==> config.mk <==
export PLATFORM = sky130hd
export DESIGN_NAME = l2_flush_sched_flat
export DESIGN_NICKNAME = d
export VERILOG_FILES = /design/src/rtl/l2_flush_sched_if.sv /design/src/rtl/l2_flush_sched.sv /design/src/flat_wrapper.sv
export SDC_FILE = /design/constraint.sdc
export NUM_CORES = 1
export LEC_CHECK = 0
export CORE_MARGIN = 2
export CORE_UTILIZATION = 50
export DETAILED_ROUTE_END_ITERATION = 6
export HOLD_SLACK_MARGIN = 0.15
export PLACE_DENSITY = 0.74
export SETUP_SLACK_MARGIN = 0.1
export SYNTH_ARGS = -nofsm -noshare
export SYNTH_HDL_FRONTEND = slang
export SYNTH_SLANG_ARGS = --single-unit
==> constraint.sdc <==
create_clock -name clk -period 1.94 [get_ports clk]
set_input_delay 0.582 -clock clk [delete_from_list [all_inputs] [get_ports clk]]
set_output_delay 0.582 -clock clk [all_outputs]
set_load 0.03 [all_outputs]
==> src/rtl/l2_flush_sched_if.sv <==
// Flush-scheduler bus bundle.
// Groups the requester handshake, the L2 flush handshake, the CPU-request
// pass-through and the status outputs of l2_flush_sched.
//   slave  : the scheduler's view (requests and L2 responses in, grants/flush out)
//   master : the environment's view (the mirror image)
interface l2_flush_sched_if #(
    parameter int N_REQ = 2
);
    logic [N_REQ-1:0] req_valid;
    logic [N_REQ-1:0] req_data;
    logic [N_REQ-1:0] req_ready;
    logic [N_REQ-1:0] req_done;
    logic             l2_flush_valid;
    logic             l2_flush_data;
    logic             l2_flush_ready;
    logic             flush_done;
    logic             cpu_req_valid_in;
    logic             cpu_req_ready_out;
    logic             l2_cpu_req_valid;
    logic             l2_cpu_req_ready;
    logic             busy;
    logic             timeout_err;

    modport slave (
        input  req_valid, req_data, l2_flush_ready, flush_done,
               cpu_req_valid_in, l2_cpu_req_ready,
        output req_ready, req_done, l2_flush_valid, l2_flush_data,
               cpu_req_ready_out, l2_cpu_req_valid, busy, timeout_err
    );

    modport master (
        output req_valid, req_data, l2_flush_ready, flush_done,
               cpu_req_valid_in, l2_cpu_req_ready,
        input  req_ready, req_done, l2_flush_valid, l2_flush_data,
               cpu_req_ready_out, l2_cpu_req_valid, busy, timeout_err
    );
endinterface

==> src/rtl/l2_flush_sched.sv <==
// L2 flush scheduler.
// Arbitrates round-robin among N_REQ flush requesters, issues one flush at a
// time on the L2 flush valid/ready handshake, waits for the L2 flush_done
// pulse (with a saturating watchdog that raises a sticky timeout_err), then
// returns a one-cycle req_done pulse to the granted requester. While a flush
// is in flight (state != IDLE) the CPU request channel toward L2 is gated.
// Ports:
//   clk  : clock
//   rst  : synchronous active-high reset
//   bus  : l2_flush_sched_if.slave (requesters, L2 flush, CPU gate, status)
module l2_flush_sched #(
    parameter int N_REQ = 2,
    parameter int TO_W  = 16
) (
    input  logic           clk,
    input  logic           rst,
    l2_flush_sched_if.slave bus
);
    localparam int IDX_W = (N_REQ > 1) ? $clog2(N_REQ) : 1;
    localparam logic [IDX_W-1:0] RR_INIT = IDX_W'(N_REQ - 1);
    localparam logic [TO_W-1:0]  WD_ONE  = TO_W'(1);
    localparam logic [TO_W-1:0]  WD_MAX  = {TO_W{1'b1}};

    typedef enum logic [1:0] {
        ST_IDLE  = 2'd0,
        ST_ISSUE = 2'd1,
        ST_WAIT  = 2'd2,
        ST_DONE  = 2'd3
    } state_t;

    state_t           state_reg;
    logic [IDX_W-1:0] rr_reg;
    logic [IDX_W-1:0] grant_reg;
    logic             l2_flush_valid_reg;
    logic             l2_flush_data_reg;
    logic [N_REQ-1:0] req_done_reg;
    logic [TO_W-1:0]  wd_reg;
    logic             timeout_err_reg;

    logic             grant_found;
    logic [IDX_W-1:0] grant_idx;
    logic             accept;
    logic             gate;

    // Round-robin pick: first valid index strictly after rr_reg, wrapping.
    always_comb begin
        int idx;
        idx         = 0;
        grant_found = 1'b0;
        grant_idx   = '0;
        for (int k = 1; k <= N_REQ; k++) begin
            idx = int'(rr_reg) + k;
            if (idx >= N_REQ) begin
                idx = idx - N_REQ;
            end
            if (!grant_found && bus.req_valid[IDX_W'(idx)]) begin
                grant_found = 1'b1;
                grant_idx   = IDX_W'(idx);
            end
        end
    end

    // Acceptance is the only Mealy path; suppressed while rst is asserted
    // because the FSM ignores the request on that edge anyway.
    assign accept = (state_reg == ST_IDLE) && grant_found && !rst;

    generate
        for (genvar gi = 0; gi < N_REQ; gi++) begin : g_req
            assign bus.req_ready[gi] = accept && (grant_idx == IDX_W'(gi));
            assign bus.req_done[gi]  = req_done_reg[gi];
        end
    endgenerate

    assign gate                  = (state_reg != ST_IDLE);
    assign bus.l2_cpu_req_valid  = bus.cpu_req_valid_in & ~gate;
    assign bus.cpu_req_ready_out = bus.l2_cpu_req_ready & ~gate;
    assign bus.busy              = gate;
    assign bus.l2_flush_valid    = l2_flush_valid_reg;
    assign bus.l2_flush_data     = l2_flush_data_reg;
    assign bus.timeout_err       = timeout_err_reg;

    always_ff @(posedge clk) begin
        if (rst) begin
            state_reg          <= ST_IDLE;
            rr_reg             <= RR_INIT;
            grant_reg          <= '0;
            l2_flush_valid_reg <= 1'b0;
            l2_flush_data_reg  <= 1'b0;
            req_done_reg       <= '0;
            wd_reg             <= '0;
            timeout_err_reg    <= 1'b0;
        end else begin
            req_done_reg <= '0;
            case (state_reg)
                ST_IDLE: begin
                    if (grant_found) begin
                        grant_reg          <= grant_idx;
                        rr_reg             <= grant_idx;
                        l2_flush_valid_reg <= 1'b1;
                        l2_flush_data_reg  <= bus.req_data[grant_idx];
                        state_reg          <= ST_ISSUE;
                    end
                end
                ST_ISSUE: begin
                    // flush_done before the handshake is treated as spurious.
                    if (bus.l2_flush_ready) begin
                        l2_flush_valid_reg <= 1'b0;
                        l2_flush_data_reg  <= 1'b0;
                        if (bus.flush_done) begin
                            req_done_reg[grant_reg] <= 1'b1;
                            state_reg               <= ST_DONE;
                        end else begin
                            state_reg <= ST_WAIT;
                        end
                    end
                end
                ST_WAIT: begin
                    if (bus.flush_done) begin
                        wd_reg                  <= '0;
                        req_done_reg[grant_reg] <= 1'b1;
                        state_reg               <= ST_DONE;
                    end else begin
                        if (wd_reg != WD_MAX) begin
                            wd_reg <= wd_reg + WD_ONE;
                        end
                        // Flag when the counter steps onto all-ones; the
                        // flush itself is never abandoned.
                        if (wd_reg == WD_MAX - WD_ONE) begin
                            timeout_err_reg <= 1'b1;
                        end
                    end
                end
                ST_DONE: begin
                    state_reg <= ST_IDLE;
                end
                default: begin
                    state_reg <= ST_IDLE;
                end
            endcase
        end
    end
endmodule
==> src/flat_wrapper.sv <==
// flat-port wrapper written by rule: the top's interface ports become plain ports
module l2_flush_sched_flat 
#(
    parameter int N_REQ = 2,
    parameter int TO_W  = 16
)
  (clk, rst, bus_req_valid, bus_req_data, bus_l2_flush_ready, bus_flush_done, bus_cpu_req_valid_in, bus_l2_cpu_req_ready, bus_req_ready, bus_req_done, bus_l2_flush_valid, bus_l2_flush_data, bus_cpu_req_ready_out, bus_l2_cpu_req_valid, bus_busy, bus_timeout_err);
  l2_flush_sched_if #(.N_REQ(N_REQ)) bus_i ();
  input  logic clk;
  input  logic rst;
  input wire logic [$bits(bus_i.req_valid)-1:0] bus_req_valid;
  input wire logic [$bits(bus_i.req_data)-1:0] bus_req_data;
  input wire logic [$bits(bus_i.l2_flush_ready)-1:0] bus_l2_flush_ready;
  input wire logic [$bits(bus_i.flush_done)-1:0] bus_flush_done;
  input wire logic [$bits(bus_i.cpu_req_valid_in)-1:0] bus_cpu_req_valid_in;
  input wire logic [$bits(bus_i.l2_cpu_req_ready)-1:0] bus_l2_cpu_req_ready;
  output wire logic [$bits(bus_i.req_ready)-1:0] bus_req_ready;
  output wire logic [$bits(bus_i.req_done)-1:0] bus_req_done;
  output wire logic [$bits(bus_i.l2_flush_valid)-1:0] bus_l2_flush_valid;
  output wire logic [$bits(bus_i.l2_flush_data)-1:0] bus_l2_flush_data;
  output wire logic [$bits(bus_i.cpu_req_ready_out)-1:0] bus_cpu_req_ready_out;
  output wire logic [$bits(bus_i.l2_cpu_req_valid)-1:0] bus_l2_cpu_req_valid;
  output wire logic [$bits(bus_i.busy)-1:0] bus_busy;
  output wire logic [$bits(bus_i.timeout_err)-1:0] bus_timeout_err;
  assign bus_i.req_valid = bus_req_valid;
  assign bus_i.req_data = bus_req_data;
  assign bus_i.l2_flush_ready = bus_l2_flush_ready;
  assign bus_i.flush_done = bus_flush_done;
  assign bus_i.cpu_req_valid_in = bus_cpu_req_valid_in;
  assign bus_i.l2_cpu_req_ready = bus_l2_cpu_req_ready;
  assign bus_req_ready = bus_i.req_ready;
  assign bus_req_done = bus_i.req_done;
  assign bus_l2_flush_valid = bus_i.l2_flush_valid;
  assign bus_l2_flush_data = bus_i.l2_flush_data;
  assign bus_cpu_req_ready_out = bus_i.cpu_req_ready_out;
  assign bus_l2_cpu_req_valid = bus_i.l2_cpu_req_valid;
  assign bus_busy = bus_i.busy;
  assign bus_timeout_err = bus_i.timeout_err;
  l2_flush_sched #(.N_REQ(N_REQ), .TO_W(TO_W)) u_core (.clk(clk), .rst(rst), .bus(bus_i));
endmodule
; Word-level counts from Yosys, hierarchy flattened
; Cells that the tools add are included.
[totals]
reg_bits = 25
output_inout_bits = 10
wordCells = 79
[classes]
n_addsub = 5
magnitude_cmp = 7
eq_ne = 8
mux = 29
n_bitwise = 5
n_reduce_logical = 17
[op_table]
columns = op, n
row1 = two-way mux 16 bit, 2
row2 = two-way mux 1 bit, 17
row3 = "adder 16 x 1 -> 16 bit, second input constant", 1
row4 = "equality test 16 bit, second input constant", 1
row5 = "inequality test 16 bit, second input constant", 1
row6 = two-way mux 2 bit, 5
row7 = AND reduction 3 bit, 3
row8 = one-hot mux 2 bit (4 select lines), 1
row9 = logical AND 1 bit, 6
row10 = "less-than comparator 1 x 3 -> 1 bit, second input constant", 2
row11 = nonzero test 2 bit, 3
row12 = "equality test 2 bit, second input constant", 2
row13 = "less-than comparator 1 x 2 -> 1 bit, second input constant", 2
row14 = "inequality test 2 bit, second input constant", 2
row15 = one-hot mux 1 bit (2 select lines), 2
row16 = one-hot mux 2 bit (2 select lines), 1
row17 = AND reduction 2 bit, 2
row18 = "adder 1 x 2 -> 3 bit, second input constant", 1
row19 = "greater-or-equal comparator 3 x 2 -> 1 bit, second input constant", 1
row20 = inverter 1 bit, 3
row21 = "adder 1 x 1 -> 2 bit, second input constant", 1
row22 = AND 1 bit, 2
row23 = "equality test 2 x 1 -> 1 bit, second input constant", 1
row24 = "greater-or-equal comparator 2 bit, second input constant", 1
row25 = 6 further kinds, 8

; Longest topological paths before layout
[logic_depth]
depth_word = 14
ltp_mapped = 8

; Worst setup path before layout
; OpenSTA, ideal clock, no wires.
[synth_path]
path_kind = input port to output port
startpoint = input rst
endpoint = output bus_req_ready[0]
arrival_time_ns = 1.531
required_time_ns = 1.358
slack_ns = -0.173
path_stages = 2
n_path_buf = 1
cell_sequence = clkbuf_1 -> nor3b_1
[synth_between]
elab_chain_cells = 3
[synth_lines]
columns = item, line
row1 = "start, declared", flat_wrapper.sv:10  ; input logic rst;
row2 = zero test 1 bit, l2_flush_sched.sv:65  ; assign accept = (state_reg == ST_IDLE) && grant_found && !rst;
row3 = logical AND 1 bit, l2_flush_sched.sv:65
row4 = logical AND 1 bit, l2_flush_sched.sv:69  ; assign bus.req_ready[gi] = accept && (grant_idx == IDX_W'(gi));
row5 = "end, declared", flat_wrapper.sv:17  ; output wire logic [$bits(bus_i.req_ready)-1:0] bus_req_ready;
; No other way between the ends.

; Final worst setup path
[layout_path]
startpoint = register u_core.state_reg[1]
endpoint = output bus_cpu_req_ready_out
[layout_between]
elab_chain_cells = 3
[layout_lines]
columns = item, line
row1 = "start, declared", l2_flush_sched.sv:31  ; state_t state_reg;
row2 = "start signal, assigned", l2_flush_sched.sv:84  ; state_reg <= ST_IDLE;
row3 = "start signal, assigned", l2_flush_sched.sv:101  ; state_reg <= ST_ISSUE;
row4 = "start signal, assigned", l2_flush_sched.sv:111  ; state_reg <= ST_DONE;
row5 = nonzero test 2 bit, l2_flush_sched.sv:74  ; assign gate = (state_reg != ST_IDLE);
row6 = inverter 1 bit, l2_flush_sched.sv:76  ; assign bus.cpu_req_ready_out = bus.l2_cpu_req_ready & ~gate;
row7 = AND 1 bit, l2_flush_sched.sv:76
row8 = "end, declared", flat_wrapper.sv:21  ; output wire logic [$bits(bus_i.cpu_req_ready_out)-1:0] bus_cpu_req_ready_out;
; No other way between the ends.

==> impl_results.md <==
* Wirelength, routed at 3.34 mm
* Area of the multi-input gates at 938 µm²
* Post-synthesis cell count at 164
* Unrepaired setup endpoints after global routing: true
* Worst setup path category: reg -> out
* Largest net degree at the start of global routing at 16
* CP cell instances: inv_2 > ha_4 > buf_6 > and2_4 > buf_6
* DR DRC count at 0
* Ranking of synthesized cells by area: dfxtp_1 (35%), o22a_1 (7.9%), ha_1 (5.2%)
* Largest register FFs at 16
* Initial Util at between 50% and 60%
* Clock latency on the worst-skew pair at between 0.3 and 0.4 ns
* Clock Sinks at 25
* First-pass detailed-route iteration total at 4
* Status: finished clean
* Reg2reg start: u_core.state_reg[1]
* Tcrit/Tclk final at 96.9%
* Largest area contributor in the netlist: dfxtp_1
* Top cell by count, worst path: buf_6
* Nets@finish at 219
* Hold_sp: u_core.grant_reg
* Cell leakage power at around 0.00073 µW
* Synth top area share at 34.6%
* Routed vias/inst at 5.97
* Antenna cells at 0
* Share of cells above drive strength 1 at 30.7%
* Reg2reg path depth at 9
* VDD IR max at 0.748 mV
* Commonest non-fill, non-tap cells in the layout: buf_4 (24), dfxtp_1 (20), nand2_1 (15)
* Max_cap viols at 0
* First-pass GRT wire length at 5.60 mm
* Worst-case clock skew at between 0.006 and 0.007 ns
* Global routing usage on met1 at 24.3%
* Fill count at 216
* Hold Path Class: reg -> reg
* Max-slew headroom at 78.4%
* Final hold vios at 0
* Number of global-route vias before repair at 1318
* CP max-delay cell: dfxtp_2
* Met3 usage at ~2.5%
* Die X at about 58 µm
* Layout Cells excl Fill at 233
* Initial DRC Count at 55
* Die Y-Extent at approximately 58 µm
* Max clock buf depth at 2
* Core footprint at 0.00276 mm²
* Average size of a mapped cell at 8.83 µm²
* Vias at 1391
* Register area share after synthesis at 34.6%
* Final Util at about two thirds
* RR Endpoint: u_core.state_reg[0]
* Tot Pwr at 1800 µW
* Die ar. at 0.00334 mm²
* Total grt overflow at 0
* Hpwl dp at 2.41 mm
* PortBufs at 18
* WP data required at 1.36 ns
* Count of state elements after synthesis at 25
* Setup TNS at 0 ns
* Syn Nets at 180
* All-Layer GR Usage at between 20% and 30%
* WHS at 0.455 ns
* Hold Crit Depth at 1
* Pwr Density at 955 mW/mm²
* WL per Instance at between 10 and 15 µm
* Most common cell after layout, fill and taps aside: buf_4
* Critical Path AT at 1.30 ns
* Startpoint Class: flop
* Crit end category: output port
* CTS Root Cell: clkbuf_4
* Distinct cell type count after synthesis at 44
* Minimum clock period at 1.88 ns
* Cell area after synthesis at 0.00145 mm²
* Cells after DPL at approximately 220
* Area grow syn2layout at 29.9%
* Clk slew on worst S/H paths at 0.14 ns
* Gr busiest metal: met2
* Final count of pins violating max slew at 0
* IO Count at 20
* Largest stage delay on the critical path at 0.37 ns
* FMAX at 532 MHz
* Seq. cell area at 507 µm²
* # setup viols final at 0
* # rows at 19
* Count of hold-fix buffers inserted at cts at 0
* ANT nets after route at 0
* Max Fanout on Critical Path at 4
* Hold endpoint: u_core.bus.req_done[0]
* Placer Congestion at 0.825
* TritonCTS clock tree: built
* Total CTS buffers at 3
* Synth Warn # at 0
* H-Tree Depth at 1
* Worst reg2reg setup slack at 0.16 ns
* Least-Margin Pin Slew at ~0.32 ns
* Initial antenna violation count at 0
* Met2 Track Usage GR at 39.6%
## how the worst max path moves through the flow
| stage | from | endpoint | slack [ns] | cells after the start |
|---|---|---|---|---|
| 2_1_floorplan | rst | bus_req_ready[0] | 0.10 | 2 |
| 3_3_place_gp | rst | u_core.wd_reg[5] | -0.19 | 4 |
| 3_5_place_dp | rst | u_core.wd_reg[5] | -0.26 | 4 |
| 4_1_cts | u_core.state_reg[0] | bus_req_ready[0] | 0.05 | 5 |
| 5_1_grt | u_core.state_reg[0] | bus_req_ready[1] | 0.009 | 5 |
| 6_report | u_core.state_reg[1] | bus_cpu_req_ready_out | 0.06 | 5 |
## cell usage after synthesis, drive strengths merged
cell type,n
a21bo,3
and2,2
nand2,16
mux2i,2
nor3,14
a21oi,4
and4,1
a221oi,1
dfxtp,25
a21o,2
nor2,10
ha,6
and3,2
o21ai,9
clkbuf,4
or4,3
nand2b,3
inv,4
nor4b,1
buf,3
nor4,6
or2,3
o22a,13
or3b,1
o31a,1
a311oi,1
nor3b,5
nand3,5
or3,1
a2bb2oi,2
nand4,6
o22ai,1
a211oi,1
a31oi,1
o2bb2ai,1
a22o,1
## per-layer routing
layer  routed length, µm  up-vias
met5                   0        -
met4                  39        0
met3                 187        4
met2                1690       44
met1                1420      648
li1                    -      695
## critical path: cells and delay by family, from the launching register on
family                     cells  cell delay (ns)
buffers and inverters          3             0.30
and+or+nand+nor                1             0.13
DFF                            1             0.37
adders and majority gates      1             0.17
## timing repair
item,in CTS,in global routing
pin swaps,1,1
gates resized for setup,21,9
setup buffers,4,2
cloned,0,0
setup endpoints to repair,11,10
## cell families (layout without fill, tap and decap cells)
kind of cell             Yosys count  after routing  share of synthesized area (%)
flip-flops                        25             25                           34.6
buffers and inverters             11             49                           3.89
AND/OR/NAND/NOR                   79             79                           33.8
adder cells (fa/ha/maj)            6              6                           5.19
AO/OA/AOI/OAI                     41             41                           21.2
multiplexers                       2              2                           1.38
## through the flow
step                worst slack, ns  area [µm²]
floorplan                     0.102        1460
global placement             -0.189        1750
detailed placement           -0.263        1750
CTS                          0.0537        1840
global route                0.00935        1880
finish                       0.0592        1880
## power breakdown
group          switching [µW]  internal [µW]  total (µW)
Sequential               43.5            570         614
Combinational             469            468         937
Clock                     166           79.1         245
Total                     679           1120        1800
## layout make-up
type                            instances  area share [%]
Multi-Input combinational cell        128            49.9
Timing Repair Buffer                   41            18.6
Clock inverter                          1           0.399
Inverter                                4           0.931
Clock buffer                            3            1.20
Sequential cell                        25            26.9
Tap cell                               31            2.06
Power figures use the tool's default switching activity.
